[config.mk]
export PLATFORM = sky130hd
export DESIGN_NAME = serial_bit_feeder
export DESIGN_NICKNAME = d
export VERILOG_FILES = /design/src/rtl/serial_bit_feeder.sv
export SDC_FILE = /design/constraint.sdc
export NUM_CORES = 1
export LEC_CHECK = 0
export CORE_MARGIN = 5
export CORE_UTILIZATION = 56
export DETAILED_ROUTE_END_ITERATION = 16
export PLACE_DENSITY_LB_ADDON = 0.25
export SLEW_MARGIN = 5
export SYNTH_ARGS = -nofsm -noshare
export SYNTH_HDL_FRONTEND = slang
export SYNTH_SLANG_ARGS = --single-unit
[constraint.sdc]
create_clock -name clk -period 3.3 [get_ports clk]
set_clock_uncertainty 0.05 [all_clocks]
set_input_delay 0.99 -clock clk [delete_from_list [all_inputs] [get_ports clk]]
set_output_delay 0.99 -clock clk [all_outputs]
set_load 0.005 [all_outputs]
[src/rtl/serial_bit_feeder.sv]
// -----------------------------------------------------------------------------
// serial_bit_feeder
//
// Parallel-to-serial front end that feeds the serial sequence detector.
// Words arrive over a valid/ready handshake and leave one bit per clock on
// ser_out. A single holding register lets a second word wait while the
// current one is shifting. This keeps back-to-back words flowing with no idle
// cycle between them. When no word is being shifted the line sits at
// IDLE_BIT, because the detector samples its input on every cycle.
//
// Parameters:
//   DATA_W     word width in bits (2 or more)
//   MSB_FIRST  1: din[DATA_W-1] goes out first, 0: din[0] goes out first
//   IDLE_BIT   level driven on ser_out while no word is being shifted
//
// Ports:
//   clk         system clock, all state changes on the rising edge
//   reset       asynchronous, active-low reset
//   din         parallel word to serialize
//   din_valid   din holds a valid word
//   din_ready   block can accept a word this cycle
//   ser_out     serial bit stream to the detector
//   ser_active  ser_out carries a data bit this cycle
//   frame_done  ser_out carries the last bit of a word this cycle
// -----------------------------------------------------------------------------
module serial_bit_feeder #(
  parameter int   DATA_W    = 8,
  parameter int   MSB_FIRST = 1,
  parameter logic IDLE_BIT  = 1'b0
) (
  input  logic              clk,
  input  logic              reset,
  input  logic [DATA_W-1:0] din,
  input  logic              din_valid,
  output logic              din_ready,
  output logic              ser_out,
  output logic              ser_active,
  output logic              frame_done
);

  localparam int                 CNT_W    = (DATA_W > 1) ? $clog2(DATA_W) : 1;
  localparam logic [CNT_W-1:0]   LAST_CNT = CNT_W'(DATA_W - 1);
  localparam int unsigned        LAST_IDX = DATA_W - 1;

  typedef enum logic {
    IDLE  = 1'b0,
    SHIFT = 1'b1
  } state_t;

  state_t            state;
  state_t            state_next;
  logic [DATA_W-1:0] shift_reg;
  logic [DATA_W-1:0] shift_next;
  logic [DATA_W-1:0] shifted;
  logic [DATA_W-1:0] hold_reg;
  logic [DATA_W-1:0] hold_next;
  logic [CNT_W-1:0]  bit_cnt;
  logic [CNT_W-1:0]  cnt_next;
  logic              hold_full;
  logic              hold_full_next;
  logic              accept;
  logic              last_bit;
  logic              cnt_bad;

  // The reset term keeps din_ready low for as long as reset is held, so no
  // word can be accepted while the block is being cleared.
  assign din_ready = reset & ~hold_full;
  assign accept    = din_valid & din_ready;

  assign last_bit  = (bit_cnt == LAST_CNT);

  // The counter can only leave the legal range when DATA_W is not a power of
  // two, for example after an upset. That case drops the block back to IDLE.
  assign cnt_bad   = (32'(bit_cnt) > LAST_IDX);

  // The shifter moves toward the output end, so the bit on ser_out is always
  // the same end bit of shift_reg.
  always_comb begin
    shifted = shift_reg;
    if (MSB_FIRST != 0) begin
      shifted = {shift_reg[DATA_W-2:0], 1'b0};
    end else begin
      shifted = {1'b0, shift_reg[DATA_W-1:1]};
    end
  end

  // Next-state logic.
  // On the last-bit edge, a held word takes priority. If no word is held,
  // a word accepted on that same edge bypasses the hold register and goes
  // straight into the shifter, so no idle cycle appears between words.
  always_comb begin
    state_next     = state;
    shift_next     = shift_reg;
    cnt_next       = bit_cnt;
    hold_next      = hold_reg;
    hold_full_next = hold_full;

    case (state)
      IDLE: begin
        if (accept) begin
          shift_next = din;
          cnt_next   = '0;
          state_next = SHIFT;
        end
      end

      SHIFT: begin
        if (cnt_bad) begin
          state_next     = IDLE;
          cnt_next       = '0;
          hold_full_next = 1'b0;
        end else if (!last_bit) begin
          shift_next = shifted;
          cnt_next   = bit_cnt + CNT_W'(1);
          if (accept) begin
            hold_next      = din;
            hold_full_next = 1'b1;
          end
        end else if (hold_full) begin
          shift_next     = hold_reg;
          hold_full_next = 1'b0;
          cnt_next       = '0;
        end else if (accept) begin
          shift_next = din;
          cnt_next   = '0;
        end else begin
          state_next = IDLE;
          cnt_next   = '0;
        end
      end

      default: begin
        state_next     = IDLE;
        cnt_next       = '0;
        hold_full_next = 1'b0;
      end
    endcase
  end

  // State register. Reset discards the word being shifted and any held word.
  always_ff @(posedge clk or negedge reset) begin
    if (!reset) begin
      state     <= IDLE;
      shift_reg <= '0;
      bit_cnt   <= '0;
      hold_reg  <= '0;
      hold_full <= 1'b0;
    end else begin
      state     <= state_next;
      shift_reg <= shift_next;
      bit_cnt   <= cnt_next;
      hold_reg  <= hold_next;
      hold_full <= hold_full_next;
    end
  end

  // All outputs decode only registered state. They therefore change only
  // after a rising edge (or an asynchronous reset) and are stable across the
  // falling edge where the detector samples them.
  assign ser_active = (state == SHIFT);
  assign frame_done = ser_active & last_bit;

  always_comb begin
    ser_out = IDLE_BIT;
    if (ser_active) begin
      ser_out = (MSB_FIRST != 0) ? shift_reg[DATA_W-1] : shift_reg[0];
    end
  end

endmodule

Yosys cells after proc, flatten, opt, wreduce, memory -nomap -nowiden
Index checks and enable logic that the tools add are counted.
{"block": "word_totals", "input_bits": 11, "rom_bits": 0, "out_inout_bits": 4, "word_cells": 31, "latchBits": 0, "ramBits": 0, "n_memories": 0, "regBits": 21}
{"block": "classes", "magnitude_cmp": 0, "eq_ne": 2, "n_addsub": 1, "n_shift": 0, "bitwise": 6, "n_div": 0, "n_reduce_logical": 3, "n_mux": 14, "n_mul": 0}
{"operator": "$mux 8", "n": 3}
{"operator": "$pmux 8 s2", "n": 1}
{"operator": "$mux 1", "n": 6}
{"operator": "$mux 3", "n": 2}
{"operator": "$pmux 3 s2", "n": 1}
{"operator": "$add 3x1->3 const B", "n": 1}
{"operator": "$and 1x1->1", "n": 3}
{"operator": "$eq 3x3->1 const B", "n": 1}
{"operator": "$not 1->1", "n": 3}
{"operator": "$reduce_and 3->1", "n": 1}
{"operator": "$ne 2x2->1 const B", "n": 1}
{"operator": "$pmux 1 s2", "n": 1}
{"operator": "$reduce_and 2->1", "n": 1}
{"operator": "$reduce_bool 2->1", "n": 1}

Logic depth before layout (Yosys ltp)
Gate-level depths: netlist (run 1).
{"block": "depth", "ltp_word": 7, "ltp_mapped": 7, "mapped_depth_nobuf": 5}

Worst setup path before layout (run 1)
Ideal clock, no wire load.
{"block": "synth_path", "path_type": "input to output", "startpoint": "input port reset", "endpoint": "output port din_ready", "t_arrival_ns": 1.121, "cell_stages": 1, "path_slack_ns": 1.139, "n_path_buf": 0, "cell_sequence": "nor2b_1"}
{"block": "synth_via", "elab_chain_len": 1}
{"item": "from (decl)", "line": "32", "rtl": "input logic reset,"}
{"item": "$and 1x1->1", "line": "67", "rtl": "assign din_ready = reset & ~hold_full;"}
{"item": "to (decl)", "line": "35", "rtl": "output logic din_ready,"}
No other way between the ends.

Worst setup path after layout (run 1)
Same ends and word-level chain as after synthesis.

==> flow_metrics.tcl, run 1 <==
set metrics [dict create \
    outcome "finished, final reports clean" \
    wirelength_um 2040 \
    ant_nets 0 \
    first_pass_iters 7 \
    cpMostUsedCell "clkdlybuf4s50_1" \
    clk_pin_slew_ps 120 \
    hold_viol 0 \
    drc 0 \
    drv_slew 0 \
    syn-num-nets 108 \
    drive_gt1_frac 0.191 \
    synth_top_area_cell "dfrtp_1" \
    chipWidth_um 53.9 \
    rows 15 \
    initial_core_util 0.606 \
    syn_to_final_growth_pct 16.8 \
    nFillCells 138 \
    ys_warn_count 0 \
    netlist_area_um2 1080 \
    finalCritPeriodShare 0.947 \
    core_area_um2 1780 \
    fmax_ghz 0.320 \
    p_per_area_nw_per_um2 337 \
    holdWs_ps 470 \
    grt_usage 0.170 \
    cts_tree "yes" \
    syn_area_per_cell_um2 11.4 \
    ios 15 \
    p_leak_uw 0.000633 \
    timing.critical_path.slowest_cell_delay_ps 500 \
    dieArea_um2 2910 \
    clkSinkCount 21 \
    grt_max_degree 25 \
    slowest_stage "clkdlybuf4s50_1" \
    yosysTopAreaCellShare 0.487 \
    worstSetupEndpointType "output pin" \
    worstPathCellList "clkdlybuf4s50_1 -> nor2b_1 -> clkdlybuf4s50_1" \
    worstPathRequired_ps 2260 \
    grt_pass1_vias 739 \
    fin_util 0.707 \
    cts-root-buf "clkbuf_4" \
    max-vdd-ir-drop_uv 254 \
    finalSetupViolations 0 \
    clock_latency_ps 300 \
    die_h_um 53.9 \
    n_antenna_cell 0 \
    cts_buffers 3 \
    viasPerCell 5.54 \
    ys_types 25 \
    whs_path_depth 1 \
    synth_cells 95 \
    crit_fanout 2 \
    ys_ff_latch 21 \
    path_buf_inv 2 \
    ys_seq_area_frac 0.487 \
    grt_pass1_wl_um 3510 \
    finalPower_uw 425 \
    worst-path-stages 3 \
    wl_per_cell_um 15.1 \
    rsz0062_at_grt "false" \
    cts_buffer_depth 2 \
    antenna_found_initial 0 \
    worstSetupPathType "input port to output pin" \
    tns_ps 0 \
    vias 748 \
    gp_congestion 0.733 \
    slew_headroom 0.735 \
    dp_hpwl_um 1430 \
    cap_violations 0 \
    critPathArrivalTime_ps 2090 \
    fin_nets 124 \
    cts_setup_buffers 0 \
    grt_remaining_overflow 0 \
    ctsResizeCount 0 \
    r2r_cells 6 \
    cp-start-kind "input port" \
    hold_path_class "flop to flop" \
    critPathTopFamily "buffers and inverters" \
    port_buffers 14 \
    drt_iter0_markers 23 \
    synth_area_leaders "dfrtp_1, mux2_2, mux2i_1" \
    worst-slew-pin-transition_ps 397 \
    cts.htree.levels 1 \
    finalCriticalPeriod_ps 3130 \
    ctsHoldBuffers 0 \
]
## routing by layer
layer	vias up	global-route usage	routed length [um]
met2	16	0.302	1060
met5	-	0	0
met4	0	0.0383	14
met1	361	0.210	875
li1	369	-	-
met3	2	0.0332	87
## cells by family (layout without fill, tap and decap cells)
| kind of cell | count (synthesis) | in the layout | synth area share |
|---|---|---|---|
| AO/OA/AOI/OAI | 23 | 23 | 0.152 |
| AND/OR/NAND/NOR | 20 | 20 | 0.125 |
| flip-flops | 21 | 21 | 0.487 |
| multiplexers | 15 | 15 | 0.148 |
| buffers and inverters | 14 | 29 | 0.0649 |
| adder cells (fa/ha/maj) | 2 | 2 | 0.0232 |
## report_power, final
group / total (uW) / switching [uW] / internal (uW)
sequential: 269 / 3.87 / 265
clock: 122 / 77.0 / 45.1
combinational: 33.9 / 14.5 / 19.3
total: 425 / 95.4 / 329
## final timing paths
kind	slack, ps	end	from
setup / recovery	170	din_ready	reset
hold / removal	470	hold_reg[7]	hold_reg[7]
setup reg to reg	1430	hold_reg[3]	bit_cnt[0]
hold reg to reg	470	hold_reg[7]	hold_reg[7]
max in group asynchronous	1950	hold_reg[3]	reset
min in group asynchronous	1010	shift_reg[0]	reset
## Yosys cell counts (all sizes together)
master and n:
a21boi 1, a21oi 1, a221oi 1, a31o 1, a31oi 1, and2 2, buf 5, clkbuf 1
dfrtp 21, ha 2, inv 8, mux2 8, mux2i 7, nand2 5, nand2b 1, nand3 8
nand3b 1, nor2 2, nor2b 1, o21ai 10, o22ai 1, o2bb2ai 7
## cell usage in the layout, fill, tap and decap left out, types with 5 or more instances in the layout
master and count:
dfrtp_1 21, mux2i_1 7, clkdlybuf4s50_1 14, mux2_2 8
inv_1 8, nand2_1 5, o2bb2ai_1 7, o21ai_0 10
nand3_1 8
## metrics by stage
step                      cells  setup WS, ps  area (um^2)
after floorplan              95          1140         1080
after global placement      131           164         1230
after detailed placement    131           169         1230
after CTS                   135           165         1260
after global routing        135           129         1260
final                       135           174         1260
## layout make-up
type                       instances  area (um^2)  area share
sequential                        21          526       0.417
multi-input combinational         60          484       0.384
timing repair buffer              17          163       0.129
tap                               25         31.3      0.0248
inverter                           8         30.0      0.0238
clock buffer                       3         22.5      0.0179
clock inverter                     1         5.00     0.00397
## worst reg2reg max path, stage by stage (launching register included)
cell and delay, ps:
dfrtp_1 420, ha_1 210, ha_1 190, buf_4 190
nand2b_4 180, nor2_8 170, mux2_2 360
(Power assumes the default switching activity.)
==> run 2, diff against run 1 <==
--- a/config.mk
+++ b/config.mk
@@ -6,10 +6,9 @@
 export NUM_CORES = 1
 export LEC_CHECK = 0
 export CORE_MARGIN = 5
-export CORE_UTILIZATION = 56
+export CORE_UTILIZATION = 50
 export DETAILED_ROUTE_END_ITERATION = 16
 export PLACE_DENSITY_LB_ADDON = 0.25
-export SLEW_MARGIN = 5
 export SYNTH_ARGS = -nofsm -noshare
 export SYNTH_HDL_FRONTEND = slang
 export SYNTH_SLANG_ARGS = --single-unit
==> flow_metrics.tcl, run 2 (synthesized netlist as in run 1, its figures left out) <==
set metrics [dict create \
    mostFrequentLayoutCells "dfrtp_1, clkdlybuf4s50_1, o21ai_0" \
    grt_pass1_vias 766 \
    grt_usage 0.143 \
    p_per_area_nw_per_um2 335 \
    worst-path-stages 3 \
    worstPathCellList "clkdlybuf4s50_1 -> nor2b_1 -> clkdlybuf4s50_1" \
    crit_start "reset" \
    wl_per_cell_um 14.5 \
    grt_remaining_overflow 0 \
    finalCriticalPeriod_ps 3130 \
    worstSetupEndpointType "output pin" \
    post-place-ws_ps 165 \
    clkSinkCount 21 \
    path_buf_inv 2 \
    ctsHoldBuffers 0 \
    r2r_start "bit_cnt[0]" \
    drc 0 \
    tns_ps 0 \
    port_buffers 14 \
    r2r_end "hold_reg[7]" \
    ctsResizeCount 0 \
    hold_path_class "flop to flop" \
    rows 16 \
    vias 755 \
    gp_congestion 0.804 \
    drive_gt1_frac 0.189 \
    wirelength_um 2010 \
    cts_tree "yes" \
    multi_input_area_um2 484 \
    seq_power_share 0.631 \
    crit_fanout 2 \
    n_antenna_cell 0 \
    nFillCells 160 \
    syn_to_final_growth_pct 17.6 \
    fmax_ghz 0.319 \
    r2r_slack_ps 1430 \
    finalCritPeriodShare 0.949 \
    chipWidth_um 56.5 \
    p_sw_frac 0.222 \
    critPathArrivalTime_ps 2090 \
    drt_iter0_markers 3 \
    combPwrFrac 0.079 \
    cts-root-buf "clkbuf_4" \
    outcome "finished, final reports clean" \
    cts_buffers 3 \
    rsz0062_at_grt "false" \
    p_sw_uw 94.5 \
    hp-start "hold_reg[3]" \
    final_cell_area_um2 1270 \
    fin_nets 125 \
    r2r_cells 6 \
    cts_setup_buffers 0 \
    timing.critical_path.slowest_cell_delay_ps 510 \
    cap_violations 0 \
    clock_latency_ps 300 \
    drv_slew 0 \
    final_common_cell "dfrtp_1" \
    cp-start-kind "input port" \
    core_area_um2 2000 \
    seqCellArea_um2 526 \
    worst-slew-pin-transition_ps 385 \
    cts_buffer_depth 2 \
    pwr-share-clk 0.290 \
    worstSetupPathType "input port to output pin" \
    die_h_um 56.5 \
    holdWs_ps 470 \
    whs_path_depth 1 \
    min_to "hold_reg[3]" \
    p_leak_uw 0.000635 \
    dp_hpwl_um 1410 \
    hold_viol 0 \
    finalSetupViolations 0 \
    viasPerCell 5.47 \
    ant_nets 0 \
    antenna_found_initial 0 \
    cts.htree.levels 1 \
    worst_slack_ps 170 \
    initial_core_util 0.539 \
    dp.cells 134 \
    first_pass_iters 5 \
    cpMostUsedCell "clkdlybuf4s50_1" \
    p_int_uw 331 \
    critPathTopFamily "buffers and inverters" \
    max-vdd-ir-drop_uv 275 \
    dpl_cell_area_um2 1240 \
    stdcell_count 138 \
    slew_headroom 0.742 \
    slowest_stage "clkdlybuf4s50_1" \
    worstPathRequired_ps 2260 \
    clk_pin_slew_ps 110 \
    grt_max_degree 25 \
    ios 15 \
    grt_pass1_wl_um 3570 \
    dieArea_um2 3190 \
]
==> run 2: cell count changes in the layout (fill, tap and decap cells not counted), sizes merged <==
cell,before,now
buf,3,4
clkbuf,3,4
clkinv,1,0
==> run 2: metrics by stage <==
step,total power [uW],util
2_1_floorplan,284,-
3_3_place_gp,307,0.621
3_5_place_dp,308,0.621
4_1_cts,433,0.634
5_1_grt,450,0.634
6_report,426,0.634
==> run 2: layout make-up <==
cell class	instances	area share
multi-input cells	60	0.381
repair buffers	18	0.134
flip-flops and latches	21	0.414
well taps	27	0.0266
inverters	8	0.0236
clock buffers	4	0.0207
==> run 2: power by group through the flow <==
stage	combinational (uW)	sequential (uW)	clock, uW
after floorplan	11.9	273	0
after CTS	34.3	269	130
after global placement	33.5	273	0
final	33.6	269	123
after global routing	38.2	270	142
after detailed placement	34.0	274	0
==> run 2: worst max-delay path by stage <==
stage               slack [ps]         to
floorplan                 1140  din_ready
detailed placement         160  din_ready
global placement           160  din_ready
finish                     170  din_ready
CTS                        160  din_ready
global route               130  din_ready
==> run 2: metal layers <==
| metal | routed length (um) | GRT usage |
|---|---|---|
| met5 | 0 | 0 |
| met4 | 20 | 0.0508 |
| met3 | 108 | 0.0321 |
| met2 | 967 | 0.224 |
| met1 | 909 | 0.191 |
